**src/rtl/unified_mem_arbiter_if.sv**
```systemverilog
// ---------------------------------------------------------------------------
// unified_mem_arbiter_if
// Bus bundle between the pipeline fetch/memory stages, the arbiter and the
// single-ported memory.
//   if_*   : fetch requester (req/addr in, rdata/ack out of the arbiter)
//   dm_*   : data requester (req/we/addr/wdata/be in, rdata/ack out)
//   mem_*  : memory port (req/we/addr/wdata/be out, rdata/ready in)
// Modports:
//   slave  : arbiter view
//   master : pipeline + memory view (stimulus side)
// ---------------------------------------------------------------------------
interface unified_mem_arbiter_if #(
    parameter int AW = 32,
    parameter int DW = 32
);
    logic              if_req;
    logic [AW-1:0]     if_addr;
    logic [DW-1:0]     if_rdata;
    logic              if_ack;

    logic              dm_req;
    logic              dm_we;
    logic [AW-1:0]     dm_addr;
    logic [DW-1:0]     dm_wdata;
    logic [DW/8-1:0]   dm_be;
    logic [DW-1:0]     dm_rdata;
    logic              dm_ack;

    logic              mem_req;
    logic              mem_we;
    logic [AW-1:0]     mem_addr;
    logic [DW-1:0]     mem_wdata;
    logic [DW/8-1:0]   mem_be;
    logic [DW-1:0]     mem_rdata;
    logic              mem_ready;

    modport slave (
        input  if_req, if_addr,
        output if_rdata, if_ack,
        input  dm_req, dm_we, dm_addr, dm_wdata, dm_be,
        output dm_rdata, dm_ack,
        output mem_req, mem_we, mem_addr, mem_wdata, mem_be,
        input  mem_rdata, mem_ready
    );

    modport master (
        output if_req, if_addr,
        input  if_rdata, if_ack,
        output dm_req, dm_we, dm_addr, dm_wdata, dm_be,
        input  dm_rdata, dm_ack,
        input  mem_req, mem_we, mem_addr, mem_wdata, mem_be,
        output mem_rdata, mem_ready
    );
endinterface

```
**src/rtl/unified_mem_arbiter.sv**
```systemverilog
// ---------------------------------------------------------------------------
// unified_mem_arbiter
// Shares one single-ported memory between the fetch stage and the memory
// stage. One transaction is in flight at a time; data wins ties unless the
// fetch stage has already been passed over MAX_WAIT times in a row. A BUSY
// transaction that sees no mem_ready for TIMEOUT cycles is terminated with a
// zero-data ack and a sticky error flag.
// Ports:
//   clk1        : clock, rising edge
//   rst         : asynchronous active-low reset
//   bus         : fetch / data / memory bundle (slave modport)
//   stall_if    : fetch stage must hold (if_req & ~if_ack)
//   stall_mem   : memory stage must hold (dm_req & ~dm_ack)
//   err_timeout : sticky memory-timeout flag
// ---------------------------------------------------------------------------
module unified_mem_arbiter #(
    parameter int AW       = 32,
    parameter int DW       = 32,
    parameter int MAX_WAIT = 4,
    parameter int TIMEOUT  = 255
) (
    input  logic                    clk1,
    input  logic                    rst,
    unified_mem_arbiter_if.slave    bus,
    output logic                    stall_if,
    output logic                    stall_mem,
    output logic                    err_timeout
);

    localparam int SW = $clog2(MAX_WAIT + 1);
    localparam int TW = $clog2(TIMEOUT + 1);
    localparam logic [SW-1:0]   STARVE_MAX = SW'(MAX_WAIT);
    localparam logic [SW-1:0]   STARVE_ONE = SW'(1);
    // Count value seen during the TIMEOUT-th BUSY cycle (count starts at 0).
    localparam logic [TW-1:0]   BUSY_LAST  = TW'(TIMEOUT - 1);
    localparam logic [TW-1:0]   BUSY_ONE   = TW'(1);
    localparam logic [DW/8-1:0] BE_ALL     = {(DW/8){1'b1}};

    typedef enum logic [1:0] {
        ST_IDLE    = 2'd0,
        ST_BUSY_IF = 2'd1,
        ST_BUSY_DM = 2'd2
    } state_t;

    state_t        state_r;
    state_t        state_next_s;
    logic [SW-1:0] starve_cnt_r;
    logic [TW-1:0] busy_cnt_r;
    logic          busy_s;
    logic          timeout_s;
    logic          done_s;
    logic          grant_dm_s;
    logic          grant_if_s;

    // Grant decision, completion and timeout detection.
    always_comb begin
        busy_s     = (state_r == ST_BUSY_IF) || (state_r == ST_BUSY_DM);
        timeout_s  = busy_s && !bus.mem_ready && (busy_cnt_r == BUSY_LAST);
        done_s     = busy_s && (bus.mem_ready || timeout_s);
        // Data has priority unless the fetch stage has waited out its quota.
        grant_dm_s = (state_r == ST_IDLE) && bus.dm_req &&
                     !(bus.if_req && (starve_cnt_r == STARVE_MAX));
        grant_if_s = (state_r == ST_IDLE) && bus.if_req && !grant_dm_s;
    end

    // Next-state logic.
    always_comb begin
        state_next_s = state_r;
        case (state_r)
            ST_IDLE: begin
                if (grant_dm_s) begin
                    state_next_s = ST_BUSY_DM;
                end else if (grant_if_s) begin
                    state_next_s = ST_BUSY_IF;
                end else begin
                    state_next_s = ST_IDLE;
                end
            end
            ST_BUSY_IF, ST_BUSY_DM: begin
                if (done_s) begin
                    state_next_s = ST_IDLE;
                end else begin
                    state_next_s = state_r;
                end
            end
            default: state_next_s = ST_IDLE;
        endcase
    end

    // Requester-side outputs: acks and read data pass straight through from memory.
    always_comb begin
        bus.if_ack = (state_r == ST_BUSY_IF) && done_s;
        bus.dm_ack = (state_r == ST_BUSY_DM) && done_s;
        if (timeout_s) begin
            bus.if_rdata = {DW{1'b0}};
            bus.dm_rdata = {DW{1'b0}};
        end else begin
            bus.if_rdata = bus.mem_rdata;
            bus.dm_rdata = bus.mem_rdata;
        end
        stall_if  = bus.if_req & ~bus.if_ack;
        stall_mem = bus.dm_req & ~bus.dm_ack;
    end

    // State register.
    always_ff @(posedge clk1 or negedge rst) begin
        if (!rst) begin
            state_r <= ST_IDLE;
        end else begin
            state_r <= state_next_s;
        end
    end

    // Memory port registers: latched on grant, held for the whole transaction.
    always_ff @(posedge clk1 or negedge rst) begin
        if (!rst) begin
            bus.mem_req   <= 1'b0;
            bus.mem_we    <= 1'b0;
            bus.mem_addr  <= {AW{1'b0}};
            bus.mem_wdata <= {DW{1'b0}};
            bus.mem_be    <= {(DW/8){1'b0}};
        end else if (grant_dm_s) begin
            bus.mem_req   <= 1'b1;
            bus.mem_we    <= bus.dm_we;
            bus.mem_addr  <= bus.dm_addr;
            bus.mem_wdata <= bus.dm_wdata;
            bus.mem_be    <= bus.dm_be;
        end else if (grant_if_s) begin
            bus.mem_req   <= 1'b1;
            bus.mem_we    <= 1'b0;
            bus.mem_addr  <= bus.if_addr;
            bus.mem_wdata <= {DW{1'b0}};
            bus.mem_be    <= BE_ALL;
        end else if (done_s) begin
            bus.mem_req   <= 1'b0;
        end
    end

    // Fetch starvation counter: data grants taken while fetch was waiting.
    always_ff @(posedge clk1 or negedge rst) begin
        if (!rst) begin
            starve_cnt_r <= {SW{1'b0}};
        end else if (grant_dm_s && bus.if_req) begin
            if (starve_cnt_r != STARVE_MAX) begin
                starve_cnt_r <= starve_cnt_r + STARVE_ONE;
            end
        end else if (grant_if_s || ((state_r == ST_IDLE) && !bus.if_req)) begin
            starve_cnt_r <= {SW{1'b0}};
        end
    end

    // BUSY cycle counter; stops at the limit since the transaction ends there.
    always_ff @(posedge clk1 or negedge rst) begin
        if (!rst) begin
            busy_cnt_r <= {TW{1'b0}};
        end else if (grant_dm_s || grant_if_s) begin
            busy_cnt_r <= {TW{1'b0}};
        end else if (busy_s && !bus.mem_ready && !timeout_s) begin
            busy_cnt_r <= busy_cnt_r + BUSY_ONE;
        end
    end

    // Sticky timeout flag, cleared only by reset.
    always_ff @(posedge clk1 or negedge rst) begin
        if (!rst) begin
            err_timeout <= 1'b0;
        end else if (timeout_s) begin
            err_timeout <= 1'b1;
        end
    end

endmodule

```
**src/flat_wrapper.sv**
```systemverilog
// flat-port wrapper written by rule: the top's interface ports become plain ports
module unified_mem_arbiter_flat 
#(
    parameter int AW       = 32,
    parameter int DW       = 32,
    parameter int MAX_WAIT = 4,
    parameter int TIMEOUT  = 255
)
  (clk1, rst, stall_if, stall_mem, err_timeout, bus_if_req, bus_if_addr, bus_if_rdata, bus_if_ack, bus_dm_req, bus_dm_we, bus_dm_addr, bus_dm_wdata, bus_dm_be, bus_dm_rdata, bus_dm_ack, bus_mem_req, bus_mem_we, bus_mem_addr, bus_mem_wdata, bus_mem_be, bus_mem_rdata, bus_mem_ready);
  unified_mem_arbiter_if #(.AW(AW), .DW(DW)) bus_i ();
  input  logic clk1;
  input  logic rst;
  output logic stall_if;
  output logic stall_mem;
  output logic err_timeout;
  input wire logic [$bits(bus_i.if_req)-1:0] bus_if_req;
  input wire logic [$bits(bus_i.if_addr)-1:0] bus_if_addr;
  output wire logic [$bits(bus_i.if_rdata)-1:0] bus_if_rdata;
  output wire logic [$bits(bus_i.if_ack)-1:0] bus_if_ack;
  input wire logic [$bits(bus_i.dm_req)-1:0] bus_dm_req;
  input wire logic [$bits(bus_i.dm_we)-1:0] bus_dm_we;
  input wire logic [$bits(bus_i.dm_addr)-1:0] bus_dm_addr;
  input wire logic [$bits(bus_i.dm_wdata)-1:0] bus_dm_wdata;
  input wire logic [$bits(bus_i.dm_be)-1:0] bus_dm_be;
  output wire logic [$bits(bus_i.dm_rdata)-1:0] bus_dm_rdata;
  output wire logic [$bits(bus_i.dm_ack)-1:0] bus_dm_ack;
  output wire logic [$bits(bus_i.mem_req)-1:0] bus_mem_req;
  output wire logic [$bits(bus_i.mem_we)-1:0] bus_mem_we;
  output wire logic [$bits(bus_i.mem_addr)-1:0] bus_mem_addr;
  output wire logic [$bits(bus_i.mem_wdata)-1:0] bus_mem_wdata;
  output wire logic [$bits(bus_i.mem_be)-1:0] bus_mem_be;
  input wire logic [$bits(bus_i.mem_rdata)-1:0] bus_mem_rdata;
  input wire logic [$bits(bus_i.mem_ready)-1:0] bus_mem_ready;
  assign bus_i.if_req = bus_if_req;
  assign bus_i.if_addr = bus_if_addr;
  assign bus_if_rdata = bus_i.if_rdata;
  assign bus_if_ack = bus_i.if_ack;
  assign bus_i.dm_req = bus_dm_req;
  assign bus_i.dm_we = bus_dm_we;
  assign bus_i.dm_addr = bus_dm_addr;
  assign bus_i.dm_wdata = bus_dm_wdata;
  assign bus_i.dm_be = bus_dm_be;
  assign bus_dm_rdata = bus_i.dm_rdata;
  assign bus_dm_ack = bus_i.dm_ack;
  assign bus_mem_req = bus_i.mem_req;
  assign bus_mem_we = bus_i.mem_we;
  assign bus_mem_addr = bus_i.mem_addr;
  assign bus_mem_wdata = bus_i.mem_wdata;
  assign bus_mem_be = bus_i.mem_be;
  assign bus_i.mem_rdata = bus_mem_rdata;
  assign bus_i.mem_ready = bus_mem_ready;
  unified_mem_arbiter #(.AW(AW), .DW(DW), .MAX_WAIT(MAX_WAIT), .TIMEOUT(TIMEOUT)) u_core (.clk1(clk1), .rst(rst), .bus(bus_i), .stall_if(stall_if), .stall_mem(stall_mem), .err_timeout(err_timeout));
endmodule
```
**config.mk**
```make
export PLATFORM = sky130hd
export DESIGN_NAME = unified_mem_arbiter_flat
export DESIGN_NICKNAME = d
export VERILOG_FILES = /design/src/rtl/unified_mem_arbiter_if.sv /design/src/rtl/unified_mem_arbiter.sv /design/src/flat_wrapper.sv
export SDC_FILE = /design/constraint.sdc
export NUM_CORES = 1
export LEC_CHECK = 0
export CAP_MARGIN = 5
export CORE_UTILIZATION = 38
export CTS_CLUSTER_SIZE = 25
export DETAILED_ROUTE_END_ITERATION = 8
export HOLD_SLACK_MARGIN = 0.03
export PLACE_DENSITY = 0.83
export SYNTH_ARGS = -nofsm -noshare
export SYNTH_HDL_FRONTEND = slang
export SYNTH_SLANG_ARGS = --single-unit
```
**constraint.sdc**
```tcl
create_clock -name clk1 -period 2.6 [get_ports clk1]
set_input_delay 0.39 -clock clk1 [delete_from_list [all_inputs] [get_ports clk1]]
set_output_delay 0.39 -clock clk1 [all_outputs]
set_load 0.03 [all_outputs]
```
==> impl_metrics.toml <==
[setup_path]
r2r_end = "u_core.bus.mem_be[0]"
r2r-start = "u_core.state_r[0]"
endpoint_kind = "output port"
r2r_slack_ns = 0.62
arrival_ns = 2.21
criticalPathCategory = "flip-flop to output port"
crit_fanout = 16
worstSetupStartpoint = "u_core.state_r[1]"
required_ns = 2.21
worst_setup_path_start_kind = "flip-flop"
reg2regPathDepth = 6

[sta]
slew_violations = 0
hold_viol = 0
fin_skew_ns = 0.00899
worst_slew_pin_slew_ns = 0.540
fmax_mhz = 384
setup_ws_ns = -0.00500
min_period_ns = 2.60
finalSetupViolCount = 2
final.setup.tns_ns = -0.00992
fin_crit_sh = 1.00
slew_headroom = 0.638
grt_setup_unrepaired = "true"

[die]
io_pins = 277
fp.dieW_um = 113
rows = 40
die_h_um = 113
initial_core_util = 0.388
coreArea_sq_um = 12000
die-area_sq_um = 12700

[synth]
synthArstFlopShare = 1.00
ys_warn_count = 0
synth.net_count = 565
synth_top_cells_by_count = "dfrtp_1, mux2_2, buf_4, inv_1, nand2_1"
synthTopCellsByArea = "dfrtp_1, mux2_2, mux2i_1"
post_synth.cell_area_avg_sq_um = 11.1
synth_edf_count = 0
ys_seq_area_frac = 0.452
synth_top_cell_by_area = "dfrtp_1"
synth_flop_cell = "dfrtp_1"
synth_most_common_cell = "dfrtp_1"
synth_cells = 419
ys_types = 42
yosysTopAreaCellShare = 0.452
netlist_area_sq_um = 4650
synth-seq-cells = 84

[placement]
pre_cts_ws_ns = 0.0743
hpwlAfterDp_um = 10700
routabilityCongestion = 0.827
dpl_cell_area_sq_um = 7350
io_buffers = 276

[clocking]
cts.sinks = 84
clockBufferDepth = 2
cts-root-buf = "clkbuf_16"
clock_latency_ns = 0.34
tritoncts = "built"
numCtsBuffers = 9
cts_hold_buf = 0
h-tree-depth = 3
clk_pin_slew_ns = 0.07

[global_routing]
grt_max_degree = 85
grt_pass1_vias = 4223
grt-ovfl-total = 0
grt_pass1_wl_um = 21400
gr-usage-all-layers = 0.220
antenna_found_initial = 4

[finish]
fill_cells = 991
nets = 812
area_growth_pct = 59.8
drive_above_1_share = 0.253
final_area_sq_um = 7420

[route]
wl_um = 13900
first_iter_violations = 141
dr.pass1.iters = 4
post_drt_via_cell_ratio = 4.85
vias = 3983
drc = 0
drtAntennaViolNets = 0
wl_per_cell_um = 17.0

[run]
drv_cap = 0

[power]
leakagePower_nw = 3.41
p_per_area_nw_per_um2 = 1040
peakVddDrop_v = 0.000649

[hold_path]
worstHoldPathType = "primary input to asynchronous set/reset pin"

[run_status]
violations = "negative setup slack"
status = "finished with violations"
## cells by family (layout without fill, tap and decap cells)
| family | count (synthesis) | after routing | share of synthesized area |
|---|---|---|---|
| flip-flops | 84 | 84 | 0.452 |
| other | 0 | 4 | 0 |
| multiplexers | 105 | 105 | 0.245 |
| adder cells (fa/ha/maj) | 8 | 8 | 0.0215 |
| AO/OA/AOI/OAI | 26 | 26 | 0.0409 |
| buffers and inverters | 97 | 349 | 0.120 |
| AND/OR/NAND/NOR | 99 | 99 | 0.120 |
## layout make-up
cell class / instances / area [sq um] / area share
repair buffers: 291 / 2630 / 0.355
flip-flops and latches: 84 / 2100 / 0.283
multi-input cells: 238 / 2010 / 0.270
clock buffers: 11 / 243 / 0.0327
well taps: 147 / 184 / 0.0248
inverters: 42 / 158 / 0.0212
clock inverters: 5 / 85.1 / 0.0115
diodes: 4 / 10.0 / 0.00135
## report_power, final
| part | internal [mW] | leakage (nW) | switching [mW] |
|---|---|---|---|
| Clock | 0.871 | 0.156 | 0.519 |
| Sequential | 1.85 | 1.03 | 0.301 |
| Combinational | 1.95 | 2.22 | 2.24 |
| Total | 4.67 | 3.41 | 3.06 |
## worst max-delay path, stage by stage, from the launching register on
cell and delay [ns]:
dfrtp_1 0.38, inv_1 0.09, ha_1 0.29, inv_1 0.07, nor4_4 0.26, buf_4 0.20, clkbuf_16 0.17, nor2b_1 0.07
dlygate4sd2_1 0.35
## worst max-delay path by stage
stage	end	slack, ns
after floorplan	bus_if_rdata[10]	0.30
after global placement	bus_dm_ack	0.1
after detailed placement	bus_dm_rdata[11]	0.07
after CTS	bus_dm_rdata[11]	0.01
after global routing	bus_if_rdata[0]	-0.09
final	bus_if_rdata[0]	-0.005
## per-stage QoR
step                hold slack, ns  power (mW)   util  std cells
floorplan                   0.0944        4.71      -        419
global placement             0.455        6.30  0.614        800
detailed placement           0.460        6.43  0.614        800
CTS                         0.0955        7.82  0.635        816
global route                 0.121        8.13  0.621        822
finish                      0.0839        7.73  0.621        822
## placed cells by master (no fill, tap or decap), types with 3 or more instances in the layout
master	Yosys	final
nor2b_1	33	33
inv_1	42	42
a21oi_1	5	5
dlygate4sd2_1	0	5
diode_2	0	4
nor3_1	3	3
o21a_1	3	3
clkbuf_16	0	10
ha_1	8	8
buf_4	42	14
buf_12	0	4
mux2_2	70	70
a31oi_1	4	3
clkbuf_2	0	59
mux2i_1	35	35
dfrtp_1	84	84
nand2_1	40	40
clkdlybuf4s50_1	0	207
nand2b_1	5	5
## state kept, by name, indices dropped and copies added (netlist names)
name / count
u_core.bus.mem_addr: 32
u_core.bus.mem_be: 4
u_core.bus.mem_req: 1
u_core.bus.mem_wdata: 32
u_core.bus.mem_we: 1
u_core.busy_cnt_r: 8
u_core.err_timeout: 1
u_core.starve_cnt_r: 3
u_core.state_r: 2
## layer usage
| metal | GRT usage | vias to the layer above | share of wire |
|---|---|---|---|
| li1 | - | 1867 | - |
| met1 | 0.218 | 1897 | 0.35 |
| met2 | 0.414 | 185 | 0.55 |
| met3 | 0.0508 | 34 | 0.064 |
| met4 | 0.132 | 0 | 0.036 |
| met5 | 0 | - | 0 |
## timing repair
| item | in CTS | in global routing |
|---|---|---|
| cloned | 0 | 1 |
| setup endpoints to repair | 65 | 62 |
| gates resized for setup | 65 | 119 |
| pin swaps | 0 | 1 |
| buffers inserted | 0 | 1 |
(Power assumes the default switching activity.)
